$ cat src/rtl/core_ctrl_pkg.sv
// Shared encodings for the core run/halt/step sequencer: FSM states,
// debug command opcodes, halt causes and the EBREAK instruction word.
package core_ctrl_pkg;

    typedef enum logic [1:0] {
        ST_HALT = 2'd0,
        ST_RUN  = 2'd1,
        ST_STEP = 2'd2
    } ctrl_state_e;

    localparam logic [1:0] OP_RUN   = 2'b00;
    localparam logic [1:0] OP_HALT  = 2'b01;
    localparam logic [1:0] OP_STEP  = 2'b10;
    localparam logic [1:0] OP_CLEAR = 2'b11;

    localparam logic [1:0] CAUSE_NONE   = 2'b00;
    localparam logic [1:0] CAUSE_CMD    = 2'b01;
    localparam logic [1:0] CAUSE_EBREAK = 2'b10;
    localparam logic [1:0] CAUSE_BP     = 2'b11;

    localparam logic [31:0] EBREAK_INSTR = 32'h0010_0073;

endpackage

$ cat src/rtl/ctrl_counter.sv
// Wrap-around event counter with enable and synchronous clear.
// Clear wins over enable, so the increment of a clearing cycle is dropped.
module ctrl_counter #(
    parameter int CNT_W = 32
) (
    input  logic             clk_i,
    input  logic             rst_i,
    input  logic             en_i,
    input  logic             clr_i,
    output logic [CNT_W-1:0] cnt_o
);

    localparam logic [CNT_W-1:0] ONE = {{(CNT_W-1){1'b0}}, 1'b1};

    logic [CNT_W-1:0] count_q;
    logic [CNT_W-1:0] count_d;

    // Next count: zero on clear, +1 (wrapping) when enabled, else hold.
    always_comb begin
        count_d = count_q;
        if (clr_i) begin
            count_d = '0;
        end else if (en_i) begin
            count_d = count_q + ONE;
        end
    end

    // Counter register with synchronous reset.
    always_ff @(posedge clk_i) begin
        if (rst_i) begin
            count_q <= '0;
        end else begin
            count_q <= count_d;
        end
    end

    assign cnt_o = count_q;

endmodule

$ cat src/rtl/core_run_ctrl.sv
// Run/halt/single-step sequencer for the single-cycle RISC-V core.
// core_en gates the PC update and register-file writes; a trapping
// instruction (EBREAK or PC breakpoint) is blocked in the same cycle.
// Optional feature macro: BREAKPOINT_EN builds the PC breakpoint comparator;
// without it bp_addr/bp_en are ignored and only EBREAK traps.
module core_run_ctrl
    import core_ctrl_pkg::*;
#(
    parameter int CNT_W     = 32,
    parameter int RESET_RUN = 0
) (
    input  logic             clk,
    input  logic             rst,
    input  logic             cmd_valid,
    input  logic [1:0]       cmd_op,
    output logic             cmd_ready,
    input  logic [31:0]      pc_in,
    input  logic [31:0]      instr_in,
    input  logic [31:0]      bp_addr,
    input  logic             bp_en,
    output logic             core_en,
    output logic             halted,
    output logic [1:0]       halt_cause,
    output logic             step_done,
    output logic [CNT_W-1:0] cycle_cnt,
    output logic [CNT_W-1:0] retire_cnt
);

    localparam ctrl_state_e RESET_STATE  = (RESET_RUN != 0) ? ST_RUN : ST_HALT;
    localparam logic        RESET_HALTED = (RESET_RUN == 0);

    ctrl_state_e state_q;
    logic        halted_q;
    logic [1:0]  haltCause_q;
    logic        stepDone_q;
    logic        skip_q;

    logic        isEbreak;
    logic        isBp;
    logic        trapEff;
    logic [1:0]  trapCause;
    logic        runLike;
    logic        accept;
    logic        clearCmd;

    assign isEbreak = (instr_in == EBREAK_INSTR);

`ifdef BREAKPOINT_EN
    assign isBp = bp_en && (pc_in == bp_addr);
`else
    logic unusedBpInputs;
    assign isBp           = 1'b0;
    assign unusedBpInputs = ^{bp_en, bp_addr, pc_in};
`endif

    // The first cycle after leaving HALT ignores traps so a resume steps
    // over the EBREAK / breakpoint instruction that stopped the core.
    assign trapEff   = (isEbreak || isBp) && !skip_q;
    assign trapCause = isEbreak ? CAUSE_EBREAK : CAUSE_BP;
    assign runLike   = (state_q == ST_RUN) || (state_q == ST_STEP);
    assign core_en   = runLike && !trapEff;
    assign cmd_ready = (state_q != ST_STEP);
    assign accept    = cmd_valid && cmd_ready;
    assign clearCmd  = accept && (cmd_op == OP_CLEAR);

    // Sequencer FSM with registered halted / halt_cause / step_done outputs.
    always_ff @(posedge clk) begin
        if (rst) begin
            state_q     <= RESET_STATE;
            halted_q    <= RESET_HALTED;
            haltCause_q <= CAUSE_NONE;
            stepDone_q  <= 1'b0;
            skip_q      <= 1'b1;
        end else begin
            stepDone_q <= 1'b0;
            case (state_q)
                ST_HALT: begin
                    if (accept && (cmd_op == OP_RUN)) begin
                        state_q     <= ST_RUN;
                        halted_q    <= 1'b0;
                        haltCause_q <= CAUSE_NONE;
                        skip_q      <= 1'b1;
                    end else if (accept && (cmd_op == OP_STEP)) begin
                        state_q  <= ST_STEP;
                        halted_q <= 1'b0;
                        skip_q   <= 1'b1;
                    end
                end
                ST_RUN: begin
                    skip_q <= 1'b0;
                    if (trapEff) begin
                        state_q     <= ST_HALT;
                        halted_q    <= 1'b1;
                        haltCause_q <= trapCause;
                    end else if (accept && ((cmd_op == OP_HALT) || (cmd_op == OP_STEP))) begin
                        state_q     <= ST_HALT;
                        halted_q    <= 1'b1;
                        haltCause_q <= CAUSE_CMD;
                    end
                end
                ST_STEP: begin
                    skip_q     <= 1'b0;
                    state_q    <= ST_HALT;
                    halted_q   <= 1'b1;
                    stepDone_q <= 1'b1;
                    if (trapEff) begin
                        haltCause_q <= trapCause;
                    end
                end
                default: begin
                    state_q  <= ST_HALT;
                    halted_q <= 1'b1;
                end
            endcase
        end
    end

    assign halted     = halted_q;
    assign halt_cause = haltCause_q;
    assign step_done  = stepDone_q;

    ctrl_counter #(.CNT_W(CNT_W)) u_cycle_cnt (
        .clk_i (clk),
        .rst_i (rst),
        .en_i  (1'b1),
        .clr_i (clearCmd),
        .cnt_o (cycle_cnt)
    );

    ctrl_counter #(.CNT_W(CNT_W)) u_retire_cnt (
        .clk_i (clk),
        .rst_i (rst),
        .en_i  (core_en),
        .clr_i (clearCmd),
        .cnt_o (retire_cnt)
    );

endmodule
$ cat config.mk
export PLATFORM = sky130hd
export DESIGN_NAME = core_run_ctrl
export DESIGN_NICKNAME = d
export VERILOG_FILES = /design/src/rtl/core_ctrl_pkg.sv /design/src/rtl/ctrl_counter.sv /design/src/rtl/core_run_ctrl.sv
export SDC_FILE = /design/constraint.sdc
export NUM_CORES = 1
export LEC_CHECK = 0
export CAP_MARGIN = 20
export CORE_ASPECT_RATIO = 1.2
export CORE_UTILIZATION = 45
export CTS_CLUSTER_SIZE = 40
export DETAILED_ROUTE_END_ITERATION = 10
export HOLD_SLACK_MARGIN = 0.12
export PLACE_DENSITY_LB_ADDON = 0.08
export SLEW_MARGIN = 20
export SYNTH_ARGS = -nofsm -noshare
export SYNTH_HDL_FRONTEND = slang
export SYNTH_HIERARCHICAL = 1
export SYNTH_SLANG_ARGS = --single-unit
$ cat constraint.sdc
create_clock -name clk -period 6.4 [get_ports clk]
set_clock_uncertainty 0.1 [all_clocks]
set_input_delay 1.28 -clock clk [delete_from_list [all_inputs] [get_ports clk]]
set_output_delay 1.28 -clock clk [all_outputs]
set_load 0.01 [all_outputs]
==> results of run 1 <==
==> state kept, by name, indices dropped and copies added (netlist names) <==
name,flops
halted,1
halt_cause,2
state_q,2
u_retire_cnt/cnt_o,32
step_done,1
u_cycle_cnt/cnt_o,32
skip_q,1
==> logic make-up after synthesis <==
| family | synth area share |
|---|---|
| and+or+nand+nor | 0.327 |
| other | 0.00101 |
| DFF | 0.383 |
| buffers and inverters | 0.0475 |
| muxes | 0.0162 |
| AOI/OAI and AO/OA | 0.139 |
| adders and majority gates | 0.0303 |
| xor gates and xnor gates | 0.0566 |
==> power groups by stage <==
stage	clock network, uW	registers [uW]	logic (uW)
floorplan	0	473	65.5
global placement	0	471	119
detailed placement	0	472	122
CTS	375	462	122
global route	393	463	133
finish	365	461	122
==> routing by layer <==
| metal | GRT usage | vias up |
|---|---|---|
| li1 | - | 1765 |
| met1 | 0.247 | 1682 |
| met2 | 0.395 | 87 |
| met3 | 0.0530 | 4 |
| met4 | 0.0795 | 0 |
| met5 | 0 | - |
==> critical path: cells and delay by family <==
family                 cells  cell delay, ns
AND/OR/NAND/NOR            4            1.39
buffers and inverters      2            0.89
==> cell usage in the layout, fill, tap and decap left out, types with 3 or more instances in the layout <==
cell,synthesis,layout
xor2_1,18,18
nand4_2,3,3
and3_1,14,14
nand3_1,21,21
nand4_4,4,4
mux2i_1,6,6
ha_1,9,9
nand2_1,23,23
or4_1,24,24
a21oi_1,36,36
o31ai_1,20,20
and4_1,8,8
o21ai_0,15,15
dfxtp_1,71,71
nor4_2,3,3
o311ai_0,3,3
clkdlybuf4s50_1,0,106
clkbuf_8,0,9
inv_1,13,13
nor2_1,32,32
nand4_1,21,21
clkinvlp_4,0,3
or3_1,14,14
xnor2_1,6,6
conb_1,1,5
or3_2,4,4
==> stage by stage <==
step           power (uW)   util  setup slack, ns  hold WS (ns)
2_1_floorplan         538      -             2.44         0.369
3_3_place_gp          591  0.610             1.44         0.363
3_5_place_dp          594  0.610             1.44         0.378
4_1_cts               959  0.635             1.44         0.391
5_1_grt               989  0.635             1.35         0.424
6_report              948  0.635             1.47         0.390
==> final cells by class <==
| type | count | area, um^2 |
|---|---|---|
| Timing Repair Buffer | 106 | 1060 |
| Inverter | 13 | 48.8 |
| Tap cell | 92 | 115 |
| Fill cell | 691 | 2860 |
| Clock buffer | 10 | 128 |
| Multi-Input combinational cell | 317 | 2130 |
| Sequential cell | 71 | 1420 |
| Clock inverter | 6 | 70.1 |
==> final timing paths <==
kind / from / to / slack (ns) / depth (start not counted)
setup reg to reg: state_q[0] / u_retire_cnt/cnt_o[20] / 3.89 / 7
setup / recovery: instr_in[25] / core_en / 1.47 / 6
hold / removal: u_cycle_cnt/cnt_o[31] / u_cycle_cnt/cnt_o[31] / 0.39 / 2
hold reg to reg: u_cycle_cnt/cnt_o[31] / u_cycle_cnt/cnt_o[31] / 0.39 / 2
==> results.toml, run 1 <==
[status]
violations = "DRC"
status = "finished, violations left"

[cts]
cts_inserted_buffers = 9
clk_pin_slew_ns = 0.08
postCtsSetupRepairBufs = 0
clk_latency_ns = 0.35
cts_tree = "done"
cts_resized = 0
cts_root_buf = "clkbuf_8"
clockBufferDepth = 2
cts_hold_buf = 0
ctsHtreeMaxLevel = 3
clock-sinks = 71

[routing]
vias_per_cell = 5.75
drtAntennaViolNets = 0
drt-met1-wl_um = 3920
drcViolationCount = 5
dr_wl_met3_um = 462
drtIter0Drc = 127
top_layer = "met4"
wl_per_cell_um = 14.7
wl_met2_um = 4580
routed_wl_um = 9020
vias = 3538
dr.pass1.iters = 8

[floorplan]
die_h_um = 102
start_util = 0.474
rows = 35
coreArea_mm2 = 0.00784
ioPinCount = 172
fp.dieW_um = 84.9
fp.dieArea_mm2 = 0.00862

[sta]
rsz0062_at_grt = "false"
setup_tns_ns = 0
slew_headroom = 0.585
tightest_slew_ns = 0.623
finalSetupViolCount = 0
fmax_mhz = 203
hold_viol_final = 0
slew_viol_final = 0
layout_min_cycle_time_ns = 4.93
period_share = 0.771

[grt]
track_usage = 0.217
antenna_found_initial = 0
grt_pass1_wl_um = 15100
grt_max_degree = 31
overflow = 0
grt_pass1_vias = 3299

[power]
seq_power_share = 0.486
p_int_uw = 700
ir_drop_v = 0.000137
switching_power_uw = 248
clkPwrFrac = 0.385
swShare = 0.262
powerDensity_mw_per_mm2 = 191
p_leak_uw = 0.00170
p_comb_frac = 0.128

[layout]
final_area_mm2 = 0.00498
num_antenna_cells = 0
area_growth_pct = 34.0
nets = 629
drive_gt1_frac = 0.0765
layoutNonFillerInstCount = 615

[worst_setup_path]
critPathCaptureType = "output port"
critPathMostFrequentCell = "clkdlybuf4s50_1"
critPathLaunchType = "primary input"
cp_cell_sequence = "clkdlybuf4s50_1 -> or4_4 -> nor4_2 -> nand4_2 -> and2_2 -> clkdlybuf4s50_1"
path_class = "in -> out"
cp_slowest_cell = "or4_4"
slowest_delay_ns = 0.53
worst-endpoint-arrival_ns = 3.55
crit_required_ns = 5.02
critPathMaxFanout = 7

[place]
dp.cells = 599
place.gp.congestion = 0.765
postPlaceCellArea_mm2 = 0.00478
numPortBuffers = 106
place_hpwl_um = 6380

[synth]
synthDominantCellAreaShare = 0.383
yosysSeqAreaShare = 0.383
ys_top_cells_by_area = "dfxtp_1, a21oi_1, or4_1, xor2_1, o31ai_1"
ys_warn_count = 6
synth.distinct_cells = 46
synth_seq_cells = 71
synth-edff-count = 0
synthArstFlopShare = 0
yosysMostFrequentCell = "dfxtp_1"
yosysTopAreaCell = "dfxtp_1"
syn_area_mm2 = 0.00371
syn_inst = 413
synthFlopType = "dfxtp_1"
netlist_top_cells_count = "dfxtp_1, a21oi_1, nor2_1"
synth.avg_cell_area_um2 = 8.99

[flow_run]
maxCapViolations = 0

[worst_hold_path]
min_path_type = "reg -> reg"
No activity file was read; power rests on OpenSTA's default activity.
==> run 2: changes to the inputs <==
Settings changed: CORE_UTILIZATION 45 to 42.
Clock period 6.4 ns to 4.8 ns, I/O delays scaled along.
==> results.toml, run 2 (synthesis gave the netlist of run 1 again) <==
[status]
status = "finished, final reports clean"

[cts]
clockBufferDepth = 2
cts_resized = 0
clock-sinks = 71
postCtsSetupRepairBufs = 0
cts_tree = "done"
ctsHtreeMaxLevel = 3
clk_latency_ns = 0.35
cts_inserted_buffers = 9
cts_root_buf = "clkbuf_8"
cts_hold_buf = 0
clk_pin_slew_ns = 0.07

[layout]
nets = 629
most-common-layout-cells = "clkdlybuf4s50_1, dfxtp_1, a21oi_1, nor2_1, or4_1"
final_area_mm2 = 0.00501
num_antenna_cells = 0
area_growth_pct = 34.8
drive_gt1_frac = 0.0747
mostFrequentLayoutCell = "clkdlybuf4s50_1"
final_util = 0.585

[worst_hold_path]
min-delay-start = "u_cycle_cnt/cnt_o[31]"
holdPathEnd = "u_cycle_cnt/cnt_o[31]"
holdPathStages = 2
min_path_type = "reg -> reg"

[sta]
slew_viol_final = 0
tightest_slew_ns = 0.598
fmax_mhz = 232
slew_headroom = 0.601
layout_min_cycle_time_ns = 4.32
finalSetupViolCount = 0
setup_tns_ns = 0
whs_ns = 0.381
period_share = 0.900
hold_viol_final = 0
rsz0062_at_grt = "false"

[flow_run]
maxCapViolations = 0

[floorplan]
fp.dieW_um = 87.9
die_h_um = 105
fp.dieArea_mm2 = 0.00923
rows = 37
coreArea_mm2 = 0.00856
ioPinCount = 172
start_util = 0.434

[routing]
routed_wl_um = 9100
dr_wl_met3_um = 397
top_layer = "met4"
drtAntennaViolNets = 0
drtIter0Drc = 94
drt-met1-wl_um = 3930
wl_per_cell_um = 14.2
dr.pass1.iters = 4
wl_met2_um = 4570
vias_per_cell = 5.51
vias = 3522
drcViolationCount = 0

[worst_setup_path]
reg2reg_from = "state_q[1]"
rrSetupSlack_ns = 2.27
r2r_end = "u_retire_cnt/cnt_o[27]"
path_class = "in -> out"
ff2ff_path_depth = 7
slowest_delay_ns = 0.52
worst-endpoint-arrival_ns = 3.26
critPathMostFrequentCell = "clkdlybuf4s50_1"
cp_slowest_cell = "or4_4"
crit_required_ns = 3.74
cp_cell_sequence = "clkdlybuf4s50_1 -> or4_4 -> nor4_2 -> nand4_2 -> and2_2 -> clkdlybuf4s50_1"
critPathLaunchType = "primary input"
critPathMaxFanout = 7
critPathCaptureType = "output port"

[place]
numPortBuffers = 106
postPlaceCellArea_mm2 = 0.00481
place_hpwl_um = 6510
place.gp.congestion = 0.743

[power]
report.power.total_uw = 1260
ir_drop_v = 0.000154
p_leak_uw = 0.00171
powerDensity_mw_per_mm2 = 252

[grt]
track_usage = 0.208
antenna_found_initial = 0
grt_max_degree = 31
grt_pass1_vias = 3400
overflow = 0
grt_pass1_wl_um = 15300
[run 2: changes by cell type in the layout (fill, tap and decap cells not counted)]
cell / change
clkinvlp_4: -2
clkinv_4: -1
clkinv_2: +1
inv_6: -1
clkbuf_8: +2
[run 2: routing by layer]
layer | track usage | up-vias
li1 | - | 1754
met3 | 0.0442 | 17
met5 | 0 | -
met2 | 0.355 | 69
met4 | 0.0984 | 0
met1 | 0.241 | 1682
[run 2: power breakdown]
part | leakage [uW] | switching [uW] | total (uW) | internal, uW
sequential | 0.000573 | 12.6 | 615 | 603
clock | 0.0000985 | 218 | 483 | 265
combinational | 0.00104 | 73.9 | 162 | 88.0
[run 2: layout make-up]
cell class / instances / area [um^2]
Clock inverter: 3 / 42.5
Timing Repair Buffer: 106 / 1060
Sequential cell: 71 / 1420
Inverter: 13 / 48.8
Fill cell: 813 / 3560
Multi-Input combinational cell: 317 / 2130
Clock buffer: 12 / 155
Tap cell: 117 / 146
[run 2: worst max-delay path: cells and delay by family]
kind                   cells  cell delay (ns)
and+or+nand+nor            4             1.40
buffers and inverters      2             0.88
[run 2: how the worst max path moves through the flow]
stage | start | to | slack, ns | cells after the start
floorplan | instr_in[25] | core_en | 1.48 | 4
global placement | instr_in[25] | core_en | 0.48 | 6
detailed placement | instr_in[25] | core_en | 0.48 | 6
CTS | instr_in[25] | core_en | 0.47 | 6
global route | instr_in[26] | core_en | 0.36 | 6
finish | instr_in[25] | core_en | 0.48 | 6
[run 2: through the flow]
step	instances	setup WS [ns]
global placement	624	0.484
finish	639	0.482
CTS	639	0.471
detailed placement	624	0.479
floorplan	417	1.48
global route	639	0.360
